## src/rtl/wb_map_pkg.sv

```systemverilog
// 3DO address map shared by the Wishbone bridge and the core's chip-select logic:
// region codes, window bounds and the bridge FSM state type.
package wb_map_pkg;

  localparam logic [2:0] REGION_DRAM  = 3'd0;
  localparam logic [2:0] REGION_VRAM  = 3'd1;
  localparam logic [2:0] REGION_BIOS  = 3'd2;
  localparam logic [2:0] REGION_NVRAM = 3'd3;
  localparam logic [2:0] REGION_XBUS  = 3'd4;

  localparam logic [31:0] DRAM_BASE  = 32'h0000_0000;
  localparam logic [31:0] DRAM_LIMIT = 32'h001F_FFFF;
  localparam logic [31:0] VRAM_BASE  = 32'h0020_0000;
  localparam logic [31:0] VRAM_LIMIT = 32'h002F_FFFF;
  localparam logic [31:0] BIOS_BASE  = 32'h0300_0000;
  localparam logic [31:0] BIOS_LIMIT = 32'h030F_FFFF;
  localparam logic [31:0] NVRAM_BASE  = 32'h0314_0000;
  localparam logic [31:0] NVRAM_LIMIT = 32'h0317_FFFF;
  localparam logic [31:0] REG_BASE   = 32'h0330_0000;
  localparam logic [31:0] REG_LIMIT  = 32'h0340_FFFF;
  localparam logic [31:0] XBUS_PORT  = 32'h0340_0414;
  localparam logic [31:0] XBUS_BASE  = 32'h0340_0500;
  localparam logic [31:0] XBUS_LIMIT = 32'h0340_05FF;

  typedef enum logic [1:0] {
    ST_IDLE,
    ST_MEM,
    ST_REG,
    ST_ACK
  } state_t;

  // Offset form keeps the zero-based DRAM window free of an always-true compare.
  function automatic logic in_window(input logic [31:0] adr,
                                     input logic [31:0] base,
                                     input logic [31:0] limit);
    return (adr - base) <= (limit - base);
  endfunction

endpackage

```

## src/rtl/wb_addr_decode.sv

```systemverilog
// Combinational 3DO address decoder; first matching window wins, XBUS ports
// being carved out of the MADAM/CLIO register window.
module wb_addr_decode
  import wb_map_pkg::*;
(
  input  logic [31:0] adr,
  output logic [2:0]  region,
  output logic        is_reg,
  output logic        is_unmapped,
  output logic        is_rom
);

  always_comb begin
    region      = REGION_DRAM;
    is_reg      = 1'b0;
    is_unmapped = 1'b0;
    is_rom      = 1'b0;
    if (adr == XBUS_PORT || in_window(adr, XBUS_BASE, XBUS_LIMIT)) begin
      region = REGION_XBUS;
    end else if (in_window(adr, REG_BASE, REG_LIMIT)) begin
      is_reg = 1'b1;
    end else if (in_window(adr, DRAM_BASE, DRAM_LIMIT)) begin
      region = REGION_DRAM;
    end else if (in_window(adr, VRAM_BASE, VRAM_LIMIT)) begin
      region = REGION_VRAM;
    end else if (in_window(adr, BIOS_BASE, BIOS_LIMIT)) begin
      region = REGION_BIOS;
      is_rom = 1'b1;
    end else if (in_window(adr, NVRAM_BASE, NVRAM_LIMIT)) begin
      region = REGION_NVRAM;
    end else begin
      is_unmapped = 1'b1;
    end
  end

endmodule

```

## src/rtl/wb_mem_bridge.sv

```systemverilog
// Wishbone classic slave bridging the core bus to the memory model with a single
// outstanding request, register/unmapped self-ack and a timeout watchdog.
module wb_mem_bridge
  import wb_map_pkg::*;
#(
  parameter int unsigned REG_WAIT = 1,
  parameter int unsigned TIMEOUT  = 255,
  parameter logic [31:0] TO_DATA  = 32'hDEADBEEF
) (
  input  logic        sys_clk,
  input  logic        reset_n,
  input  logic [31:0] wb_adr,
  input  logic [31:0] wb_dat_w,
  input  logic [3:0]  wb_sel,
  input  logic        wb_we,
  input  logic        wb_cyc,
  input  logic        wb_stb,
  output logic [31:0] wb_dat_r,
  output logic        wb_ack,
  output logic        mem_req,
  output logic        mem_we,
  output logic [2:0]  mem_region,
  output logic [21:0] mem_addr,
  output logic [3:0]  mem_sel,
  output logic [31:0] mem_wdat,
  input  logic [31:0] mem_rdat,
  input  logic        mem_rdy,
  output logic        err_timeout,
  output logic        err_unmapped,
  input  logic        err_clr
);

  localparam logic [15:0] REG_LOAD = 16'(REG_WAIT);
  localparam logic [15:0] TO_LAST  = 16'(TIMEOUT - 1);

  state_t      state_q, state_d;
  logic [15:0] cnt_q, cnt_d;
  logic [31:0] rdata_q, rdata_d;
  logic        abort_q, abort_d;
  logic        start, set_to, set_um, bus_req;

  logic [2:0]  dec_region;
  logic        dec_is_reg, dec_is_unmapped, dec_is_rom;

  wb_addr_decode u_decode (
    .adr         (wb_adr),
    .region      (dec_region),
    .is_reg      (dec_is_reg),
    .is_unmapped (dec_is_unmapped),
    .is_rom      (dec_is_rom)
  );

  assign bus_req  = wb_cyc & wb_stb;
  assign mem_req  = (state_q == ST_MEM);
  // An abandoned cycle still runs to completion but never acks.
  assign wb_ack   = (state_q == ST_ACK) & ~abort_q & bus_req;
  assign wb_dat_r = wb_ack ? rdata_q : '0;

  always_comb begin
    state_d = state_q;
    cnt_d   = cnt_q;
    rdata_d = rdata_q;
    abort_d = abort_q;
    start   = 1'b0;
    set_to  = 1'b0;
    set_um  = 1'b0;
    case (state_q)
      ST_IDLE: begin
        if (bus_req && !wb_ack) begin
          start   = 1'b1;
          abort_d = 1'b0;
          rdata_d = '0;
          cnt_d   = '0;
          if (dec_is_unmapped) begin
            set_um  = 1'b1;
            state_d = ST_ACK;
          end else if (dec_is_reg) begin
            if (REG_WAIT == 0) begin
              state_d = ST_ACK;
            end else begin
              cnt_d   = REG_LOAD;
              state_d = ST_REG;
            end
          end else if (dec_is_rom && wb_we) begin
            state_d = ST_ACK;
          end else begin
            state_d = ST_MEM;
          end
        end
      end
      ST_MEM: begin
        if (mem_rdy) begin
          rdata_d = mem_we ? '0 : mem_rdat;
          state_d = ST_ACK;
        end else if (cnt_q == TO_LAST) begin
          rdata_d = TO_DATA;
          set_to  = 1'b1;
          state_d = ST_ACK;
        end else begin
          cnt_d = cnt_q + 16'd1;
        end
      end
      ST_REG: begin
        // Leaving on the count-to-zero edge makes REG_WAIT the exact number of REG cycles.
        cnt_d = cnt_q - 16'd1;
        if (cnt_q == 16'd1) state_d = ST_ACK;
      end
      ST_ACK: begin
        state_d = ST_IDLE;
      end
      default: state_d = ST_IDLE;
    endcase
    if (state_q != ST_IDLE && !bus_req) abort_d = 1'b1;
  end

  always_ff @(posedge sys_clk or negedge reset_n) begin
    if (!reset_n) begin
      state_q      <= ST_IDLE;
      cnt_q        <= '0;
      rdata_q      <= '0;
      abort_q      <= 1'b0;
      err_timeout  <= 1'b0;
      err_unmapped <= 1'b0;
    end else begin
      state_q      <= state_d;
      cnt_q        <= cnt_d;
      rdata_q      <= rdata_d;
      abort_q      <= abort_d;
      err_timeout  <= set_to | (err_timeout & ~err_clr);
      err_unmapped <= set_um | (err_unmapped & ~err_clr);
    end
  end

  always_ff @(posedge sys_clk or negedge reset_n) begin
    if (!reset_n) begin
      mem_we     <= 1'b0;
      mem_region <= '0;
      mem_addr   <= '0;
      mem_sel    <= '0;
      mem_wdat   <= '0;
    end else if (start) begin
      mem_we     <= wb_we;
      mem_region <= dec_region;
      mem_addr   <= wb_adr[23:2];
      mem_sel    <= wb_sel;
      mem_wdat   <= wb_dat_w;
    end
  end

endmodule

```

## config.mk

```make
export PLATFORM = sky130hd
export DESIGN_NAME = wb_mem_bridge
export DESIGN_NICKNAME = d
export VERILOG_FILES = /design/src/rtl/wb_map_pkg.sv /design/src/rtl/wb_addr_decode.sv /design/src/rtl/wb_mem_bridge.sv
export SDC_FILE = /design/constraint.sdc
export NUM_CORES = 1
export LEC_CHECK = 0
export ABC_AREA = 1
export CORE_ASPECT_RATIO = 1.5
export CORE_MARGIN = 2
export CORE_UTILIZATION = 49
export DETAILED_ROUTE_END_ITERATION = 12
export GPL_TIMING_DRIVEN = 0
export PLACE_DENSITY = 0.78
export SYNTH_ARGS = -nofsm -noshare
export SYNTH_HDL_FRONTEND = slang
export SYNTH_SLANG_ARGS = --single-unit
```

## constraint.sdc

```tcl
create_clock -name sys_clk -period 4.2 [get_ports sys_clk]
set_input_delay 1.05 -clock sys_clk [delete_from_list [all_inputs] [get_ports sys_clk]]
set_output_delay 1.05 -clock sys_clk [all_outputs]
set_load 0.1 [all_outputs]
```

## Word level (Yosys, flattened, before mapping)

Cells that the tools add are included.
Widths: inputs -> output; s select.

| storage, ports and cells | value |
|---|---|
| bits in registers | 115 |
| input bits | 107 |
| output and inout bits | 98 |
| word-level logic and storage cells | 110 |

| operators by class | value |
|---|---|
| add/subtract/negate cells | 7 |
| $lt $le $gt $ge | 6 |
| equal/unequal tests | 11 |
| muxes and demuxes | 50 |
| bitwise logic cells | 9 |
| reductions and logical operators | 16 |

Operator list:

| cell | count |
|---|---|
| $mux 32 | 5 |
| $sub 32x26->32 const B | 4 |
| $le 32x20->1 const B | 2 |
| $le 32x21->1 const B | 2 |
| $pmux 32 s2 | 1 |
| $mux 16 | 3 |
| $pmux 16 s3 | 1 |
| $eq 32x26->1 const B | 1 |
| $le 32x18->1 const B | 1 |
| $le 32x8->1 const B | 1 |
| $sub 32x22->32 const B | 1 |
| $mux 1 | 26 |
| $add 16x1->16 const B | 1 |
| $eq 16x1->1 const B | 1 |
| $eq 16x8->1 const B | 1 |
| $mux 2 | 8 |
| $sub 16x1->16 const B | 1 |
| $mux 3 | 5 |
| $ne 2x2->1 const B | 4 |
| $pmux 2 s4 | 1 |
| $reduce_bool 2->1 | 4 |
| $reduce_and 3->1 | 2 |
| $and 1x1->1 | 5 |
| $eq 2x2->1 const B | 2 |
| other kinds (11) | 16 |

## Depth between registers and ports, before layout

Gate-level depths: netlist (run 1).

| logic depth | value |
|---|---|
| depth after elaboration | 13 |
| gate-level depth with buffers | 18 |
| depth with buffers taken out | 18 |

## Modules after synthesis

From an unflattened synthesis (run 1), not the netlist that was laid out.

| unflattened totals | value |
|---|---|
| cells, all modules | 1,160 |
| area total of the unflattened synthesis | 7,712.4 um^2 |

By module, submodules not included:

| module | times used | cells an instance | area an instance (um^2) | sequential area each (um^2) |
|---|---|---|---|---|
| wb_mem_bridge | 1 | 866 | 6,321.1 | 2,877.8 |
| wb_addr_decode | 1 | 294 | 1,391.3 | 0.0 |

## Worst setup path before layout (run 1)

No wires, ideal clock.

| timing path | value |
|---|---|
| path kind | in2out |
| from | input wb_cyc |
| to | output wb_dat_r[10] |
| arrival | 4.211 ns |
| required time | 3.150 ns |
| slack | -1.061 ns |
| stages | 5 |
| path buffers | 1 |
| cells stage by stage | nand2_1 > nor2_1 > inv_1 > clkbuf_1 > nor2_1 |

| between the ends | value |
|---|---|
| longest elaborated chain between the ends | 3 |

Ends and longest elaborated chain:

| what | line | source |
|---|---|---|
| start: declaration | wb_mem_bridge.sv:16 | `input logic wb_cyc,` |
| $and 1x1->1 | wb_mem_bridge.sv:53 | `assign bus_req = wb_cyc & wb_stb;` |
| $and 1x1->1 | wb_mem_bridge.sv:56 | `assign wb_ack = (state_q == ST_ACK) & ~abort_q & bus_req;` |
| named net wb_ack | wb_mem_bridge.sv:19 | `output logic wb_ack,` |
| $mux 32 | wb_mem_bridge.sv:57 | `assign wb_dat_r = wb_ack ? rdata_q : '0;` |
| end: declaration | wb_mem_bridge.sv:18 | `output logic [31:0] wb_dat_r,` |

The timed path passes the listed nets, and every way through them passes these cells.

## Final worst setup path (run 1)

| timing path | value |
|---|---|
| from | input wb_cyc |
| to | output wb_dat_r[8] |

| between the ends | value |
|---|---|
| longest elaborated chain between the ends | 3 |

Ends and longest elaborated chain:

| what | line |
|---|---|
| $and 1x1->1 | wb_mem_bridge.sv:53 |
| $and 1x1->1 | wb_mem_bridge.sv:56 |
| $mux 32 | wb_mem_bridge.sv:57 |

Every way passes these cells.

==> results of run 1 <==
==> worst min-delay path, delay by kind of cell (launching register included) <==
family | cells | cell delay [ns]
DFF | 1 | 0.34
and+or+nand+nor | 2 | 0.10
==> stage by stage <==
step / instance area [um2] / setup slack, ns / total power (uW) / utilization (%) / hold WS (ns)
floorplan: 7220 / -0.223 / 5430 / - / 0.490
global placement: 9500 / -2.50 / 6640 / 66.0 / 0.461
detailed placement: 9530 / -0.423 / 6710 / 66.2 / 0.464
CTS: 10100 / 0.0113 / 8150 / 70.4 / 0.480
global route: 10100 / 0.0581 / 8550 / 70.5 / 0.499
finish: 10100 / 0.155 / 8140 / 70.5 / 0.476
==> power by group through the flow <==
stage / combinational (uW) / sequential, uW / clock, uW
floorplan: 1470 / 3950 / 0
global placement: 4810 / 1820 / 0
detailed placement: 4870 / 1840 / 0
CTS: 4900 / 1820 / 1430
global route: 5190 / 1880 / 1480
finish: 4890 / 1830 / 1420
==> area by class of cell <==
cell class	count	share of cell area [%]
well taps	196	2.42
flip-flops and latches	115	28.4
inverters	145	5.37
clock buffers	17	4.20
diodes	1	0.0247
clock inverters	15	1.42
multi-input cells	765	35.7
plain buffers	36	1.76
repair buffers	204	20.7
==> kinds of logic after synthesis <==
| family | synth area share [%] |
|---|---|
| adders and majority gates | 3.16 |
| AOI/OAI and AO/OA | 11.3 |
| buffers and inverters | 10.1 |
| xor gates and xnor gates | 1.84 |
| and+or+nand+nor | 33.2 |
| DFF | 40.3 |
==> repair_timing <==
action                                  in CTS  in global routing
endpoints found under the setup margin      30                  2
gates resized for setup                     90                  2
endpoints found under the hold margin        0                  0
==> metal layers <==
layer  wire [um]  part of all wire (%)
met1        9170                    39
met2       12100                    51
met3        1390                   5.9
met4         855                   3.6
met5           0                     0
==> final timing paths <==
path	to	slack, ns	cells after the start
setup / recovery	wb_dat_r[8]	0.16	7
hold / removal	mem_addr[1]$_DFFE_PN0P_	0.48	2
setup reg to reg	rdata_q[27]$_DFFE_PN0P_	1.60	11
hold reg to reg	mem_addr[1]$_DFFE_PN0P_	0.48	2
max in group asynchronous	rdata_q[13]$_DFFE_PN0P_	2.96	2
min in group asynchronous	mem_addr[0]$_DFFE_PN0P_	0.50	1
==> flip-flops by register name, summed over array words and instances (netlist names) <==
name,cells
mem_addr,22
abort_q,1
mem_wdat,32
mem_region,3
err_unmapped,1
rdata_q,32
state_q,2
mem_sel,4
mem_we,1
err_timeout,1
cnt_q,16
==> cells in the final DEF (no fill, tap or decap), types with 2 or more instances in the layout <==
cell type	synthesis	layout
a21boi_0	3	3
a21oi_1	19	19
buf_1	4	4
buf_2	7	7
buf_6	4	5
clkbuf_1	19	19
clkbuf_16	0	17
clkdlybuf4s15_2	0	30
clkdlybuf4s50_1	0	170
clkinv_1	2	2
clkinv_2	0	2
clkinvlp_4	0	3
dfrtp_1	115	115
dlymetal6s2s_1	0	2
ha_1	18	18
inv_1	139	139
inv_2	4	4
inv_6	0	7
nand2_1	341	341
nand3_1	67	67
nand3b_1	3	3
nand4_1	15	15
nor2_1	129	96
nor2_2	1	34
nor3_1	12	12
nor4_1	7	7
o21ai_0	112	112
o21ai_1	5	5
o22ai_1	6	6
xnor2_1	3	3
xor2_1	12	12
==> reports/results.ini, run 1 <==
[timing]
period_needed_ns = 4.04
finalClockSkew_ns = 0.0123
rsz0062_at_grt = false
fin_tns_setup_ns = 0
slew_headroom_pct = 27.7
finalHoldViolations = 0
max_freq_mhz = 247
drv_slew = 0
worst_slew_pin_slew_ns = 1.08
finalCritPeriodShare_pct = 96.3
finalSetupViolations = 0

[clocking]
clk_path_buf_depth = 2
postCtsSetupBuffers = 0
clkSinkCount = 115
path_clk_slew_ns = 0.05
cts_hold_buf = 0
numCtsBuffers = 17
cts_tree = yes
root_buffer = clkbuf_16
h-tree-depth = 4
clk_latency_ns = 0.42

[synth]
syn-num-nets = 1186
yosysTopAreaCellShare_pct = 40.3
netlist_instances = 1061
async_reset_ff_share_pct = 100
synth_most_common_cell = nand2_1
synth_edf_count = 0
synth_common_cells = nand2_1, inv_1, nor2_1, dfrtp_1, o21ai_0
synthDistinctLibCells = 38
synth_ff_type = dfrtp_1
yosysTopAreaCell = dfrtp_1
synth.cell_area_um2 = 7140
ys_seq_area_share_pct = 40.3
ys_ff_latch = 115
synth_area_leaders = dfrtp_1, nand2_1, o21ai_0
syn_area_per_cell_um2 = 6.73
yosys_warnings = 0

[finish]
multi_input_area_um2 = 3620
fin_nets = 1409
fillers = 1287
syn_to_final_growth_pct = 42.1
stdcell_count = 1494
seqCellArea_um2 = 2880
drive_gt1_share_pct = 9.18

[critical_path]
reg2reg_from = state_q[1]$_DFFE_PN0P_
slowest_delay_ns = 0.58
critPathCaptureType = output port
crit_chain = clkdlybuf4s50_1 -> nand2_1 -> nor2_2 -> inv_1 -> clkbuf_1 -> nor2_2 -> clkdlybuf4s15_2
crit_start = wb_cyc
path_max_fanout = 10
cpMostUsedCell = nor2_2
cp_data_required_time_ns = 3.15
path_class = primary input to output port
cp.buffers_inverters = 4
critPathSlowestCell = clkdlybuf4s15_2
crit_arrival_ns = 2.99
start_kind = primary input
path_delay_family = buffers and inverters

[placement]
gp_congestion = 0.994
port_buffers = 203
place_inst = 1461
dp_hpwl_mm = 17.8

[floorplan]
dieArea_um2 = 15600
die_y_um = 152
io_pins = 205
start_util_pct = 49.6
die_x_um = 103
rows = 54
core-area_um2 = 14400

[global_route]
grt_start_max_net_pins = 89
antenna_found_initial = 1
use_met1_pct = 36.4
grtUsageTotal_pct = 30.7
grt_pass1_wl_mm = 37.5
grt_pass1_vias = 7564
met2_usage_pct = 53.1
grt_overflow = 0
met3_usage_pct = 4.74
top_usage_layer = met2

[drt]
vias_per_cell = 5.16
routed_wl_mm = 23.5
routedWlPerCell_um = 15.7
dr.pass1.iters = 6
vias = 7714
ant_nets = 0
post-route-drc-count = 0
initialDrtViolationCount = 403

[pwr]
p_seq_share_pct = 22.5
comb_power_share_pct = 60.1
leakage_uw = 0.00476
swShare_pct = 55.8
power.switching_uw = 4540
vdd_drop_max_mv = 0.747
p_per_area_nw_per_um2 = 802
power_frac_clock_pct = 17.4
p_int_uw = 3590

[run_status]
status = finished clean

[hold_path]
min_from = mem_addr[1]$_DFFE_PN0P_
hold_class = flop to flop

[flow_run]
maxCapViolCount = 0

Note: power is estimated with default switching activity, not from simulation.
==> inputs of run 2 (changes only) <==
==> constraint.sdc (replaced) <==
create_clock -name sys_clk -period 4.2 [get_ports sys_clk]
set_input_delay 0.63 -clock sys_clk [delete_from_list [all_inputs] [get_ports sys_clk]]
set_output_delay 0.63 -clock sys_clk [all_outputs]
set_load 0.1 [all_outputs]
==> reports/results.ini, run 2 (synthesized netlist as in run 1, its figures left out) <==
[drt]
post-route-drc-count = 0  ; unchanged
routedWlPerCell_um = 15.5  ; -1.7%
ant_nets = 0  ; unchanged
routed_wl_mm = 23.1  ; -1.7%
dr.pass1.iters = 5  ; -1
vias_per_cell = 5.19  ; +0.45%
initialDrtViolationCount = 487  ; +21%
vias = 7749  ; +0.45%

[global_route]
grtUsageTotal_pct = 29.9  ; -0.73 points
grt_pass1_wl_mm = 36.7  ; -2.2%
grt_start_max_net_pins = 94  ; +5.6%
grt_overflow = 0  ; unchanged
grt_pass1_vias = 7364  ; -2.6%
antenna_found_initial = 1  ; unchanged

[timing]
slew_headroom_pct = 29.3  ; +1.7 points
finalSetupViolations = 0  ; unchanged
worst_slew_pin_slew_ns = 1.06  ; -0.0247 ns
finalClockSkew_ns = 0.0109  ; -0.00138 ns
setup_ws_ns = 0.387  ; +0.232 ns
finalCritPeriodShare_pct = 90.8  ; -5.5 points
finalHoldViolations = 0  ; unchanged
rsz0062_at_grt = false
drv_slew = 0  ; unchanged
max_freq_mhz = 262  ; +6.1%
period_needed_ns = 3.81  ; -0.232 ns

[pwr]
p_int_uw = 3520  ; -2.1%
power.switching_uw = 4490  ; -1.3%
power_frac_clock_pct = 16.3  ; -1.1 points
p_per_area_nw_per_um2 = 802  ; about the same
p_seq_share_pct = 22.9  ; +0.4 points
comb_power_share_pct = 60.8  ; +0.7 points
vdd_drop_max_mv = 0.654  ; -12%
swShare_pct = 56.1  ; +0.21 points
leakage_uw = 0.00471  ; -1.1%

[critical_path]
critPathSlowestCell = clkdlybuf4s50_1
crit_arrival_ns = 3.18  ; +0.19 ns
critPathCaptureType = output port
cp_data_required_time_ns = 3.57  ; +0.42 ns
cp.buffers_inverters = 4  ; unchanged
path_max_fanout = 10  ; unchanged
path_delay_family = buffers and inverters
rr_worst_depth = 11  ; unchanged
start_kind = primary input
crit_chain = clkdlybuf4s50_1 -> nand2_1 -> nor2_1 -> inv_1 -> clkbuf_1 -> nor2_1 -> clkdlybuf4s50_1
timing.rr.end = rdata_q[28]$_DFFE_PN0P_
r2r_setup_slack_ns = 1.61  ; about the same
reg2reg_from = state_q[1]$_DFFE_PN0P_
slowest_delay_ns = 1.19  ; +0.61 ns
path_class = primary input to output port
critPathCapture = wb_dat_r[4]
crit_start = wb_cyc
cp_num_cells = 7  ; unchanged

[finish]
multi_input_area_um2 = 3540  ; -2.3%
fin_nets = 1409  ; unchanged
final_util_pct = 69.4  ; -1.1 points
syn_to_final_growth_pct = 39.8
layout_common_cells = nand2_1, clkdlybuf4s50_1, inv_1
final_common_cell = nand2_1
fillers = 1253  ; -2.6%
reg_top3 = mem_wdat x32, rdata_q x32, mem_addr x22
seqCellArea_um2 = 2880  ; unchanged
drive_gt1_share_pct = 4.32  ; -4.9 points

[floorplan]
die_x_um = 103  ; unchanged
dieArea_um2 = 15600  ; unchanged
start_util_pct = 49.6  ; unchanged
die_y_um = 152  ; unchanged
io_pins = 205  ; unchanged
core-area_um2 = 14400  ; unchanged
rows = 54  ; unchanged

[placement]
port_buffers = 203  ; unchanged
gp_congestion = 0.999  ; +0.54%
dp_hpwl_mm = 17.7  ; -0.64%
pre_cts_ws_ns = 0.465  ; +0.888 ns

[clocking]
cts_hold_buf = 0  ; unchanged
postCtsSetupBuffers = 0  ; unchanged
cts_tree = yes
h-tree-depth = 4  ; unchanged
clkSinkCount = 115  ; unchanged
path_clk_slew_ns = 0.06  ; about the same
numCtsBuffers = 17  ; unchanged
clk_path_buf_depth = 2  ; unchanged
root_buffer = clkbuf_16
cts_resized = 0  ; -100%
clk_latency_ns = 0.41  ; about the same

[run_status]
status = finished clean

[hold_path]
hold_class = primary input to async pin

[flow_run]
maxCapViolCount = 0  ; unchanged

-- run 2: power groups by stage --
| stage | clock (uW) | sequential, uW | combinational (uW) |
|---|---|---|---|
| after floorplan | 0 | 3950 | 1450 |
| after global placement | 0 | 1830 | 4790 |
| after detailed placement | 0 | 1840 | 4840 |
| after CTS | 1320 | 1830 | 4870 |
| after global routing | 1370 | 1890 | 5180 |
| final | 1300 | 1830 | 4870 |
-- run 2: through the flow --
stage / cell area (um2) / hold WS [ns] / instances / TNS [ns] / total power (uW)
after global routing: 9980 / 0.0760 / 1494 / 0 / 8440
after floorplan: 7140 / 0.334 / 1061 / -6.67 / 5410
final: 9980 / 0.0784 / 1494 / 0 / 8000
after CTS: 9980 / 0.0782 / 1493 / 0 / 8010
after detailed placement: 9440 / 0.464 / 1461 / 0 / 6680
after global placement: 9410 / 0.460 / 1460 / -233.39 / 6630
-- run 2: area by class of cell --
| type | instances | area share, % |
|---|---|---|
| Antenna cell | 1 | 0.0251 |
| Buffer | 36 | 1.79 |
| Clock buffer | 17 | 4.26 |
| Clock inverter | 15 | 1.10 |
| Inverter | 145 | 5.45 |
| Multi-Input combinational cell | 765 | 35.4 |
| Sequential cell | 115 | 28.8 |
| Tap cell | 196 | 2.46 |
| Timing Repair Buffer | 204 | 20.6 |
-- run 2: worst reg2reg max path, stage by stage (launching register included) --
cell and delay (ns):
dfrtp_1 0.37, inv_1 0.10, ha_1 0.25, buf_2 0.22, inv_2 0.07, clkbuf_1 0.40
nor2_1 0.15, inv_1 0.18, clkbuf_1 0.38, o21ai_0 0.16, nand2_1 0.10, o21ai_0 0.10
-- run 2: worst min-delay path by stage --
stage,start,end,cells after the start
after detailed placement,mem_wdat[31]$_DFFE_PN0P_,mem_wdat[31]$_DFFE_PN0P_,2
final,reset_n,cnt_q[8]$_DFFE_PN0P_,1
after floorplan,reset_n,abort_q$_DFFE_PN0P_,0
after CTS,reset_n,cnt_q[9]$_DFFE_PN0P_,1
after global routing,reset_n,cnt_q[8]$_DFFE_PN0P_,1
after global placement,mem_wdat[15]$_DFFE_PN0P_,mem_wdat[15]$_DFFE_PN0P_,2
-- run 2: routing by layer --
metal  wire length [um]  vias up  GRT usage (%)
met1               8810     3590           34.6
met2              11900      294           51.9
met4               1100        0           15.6
met5                  0        -              0
li1                   -     3793              -
met3               1320       72           4.83
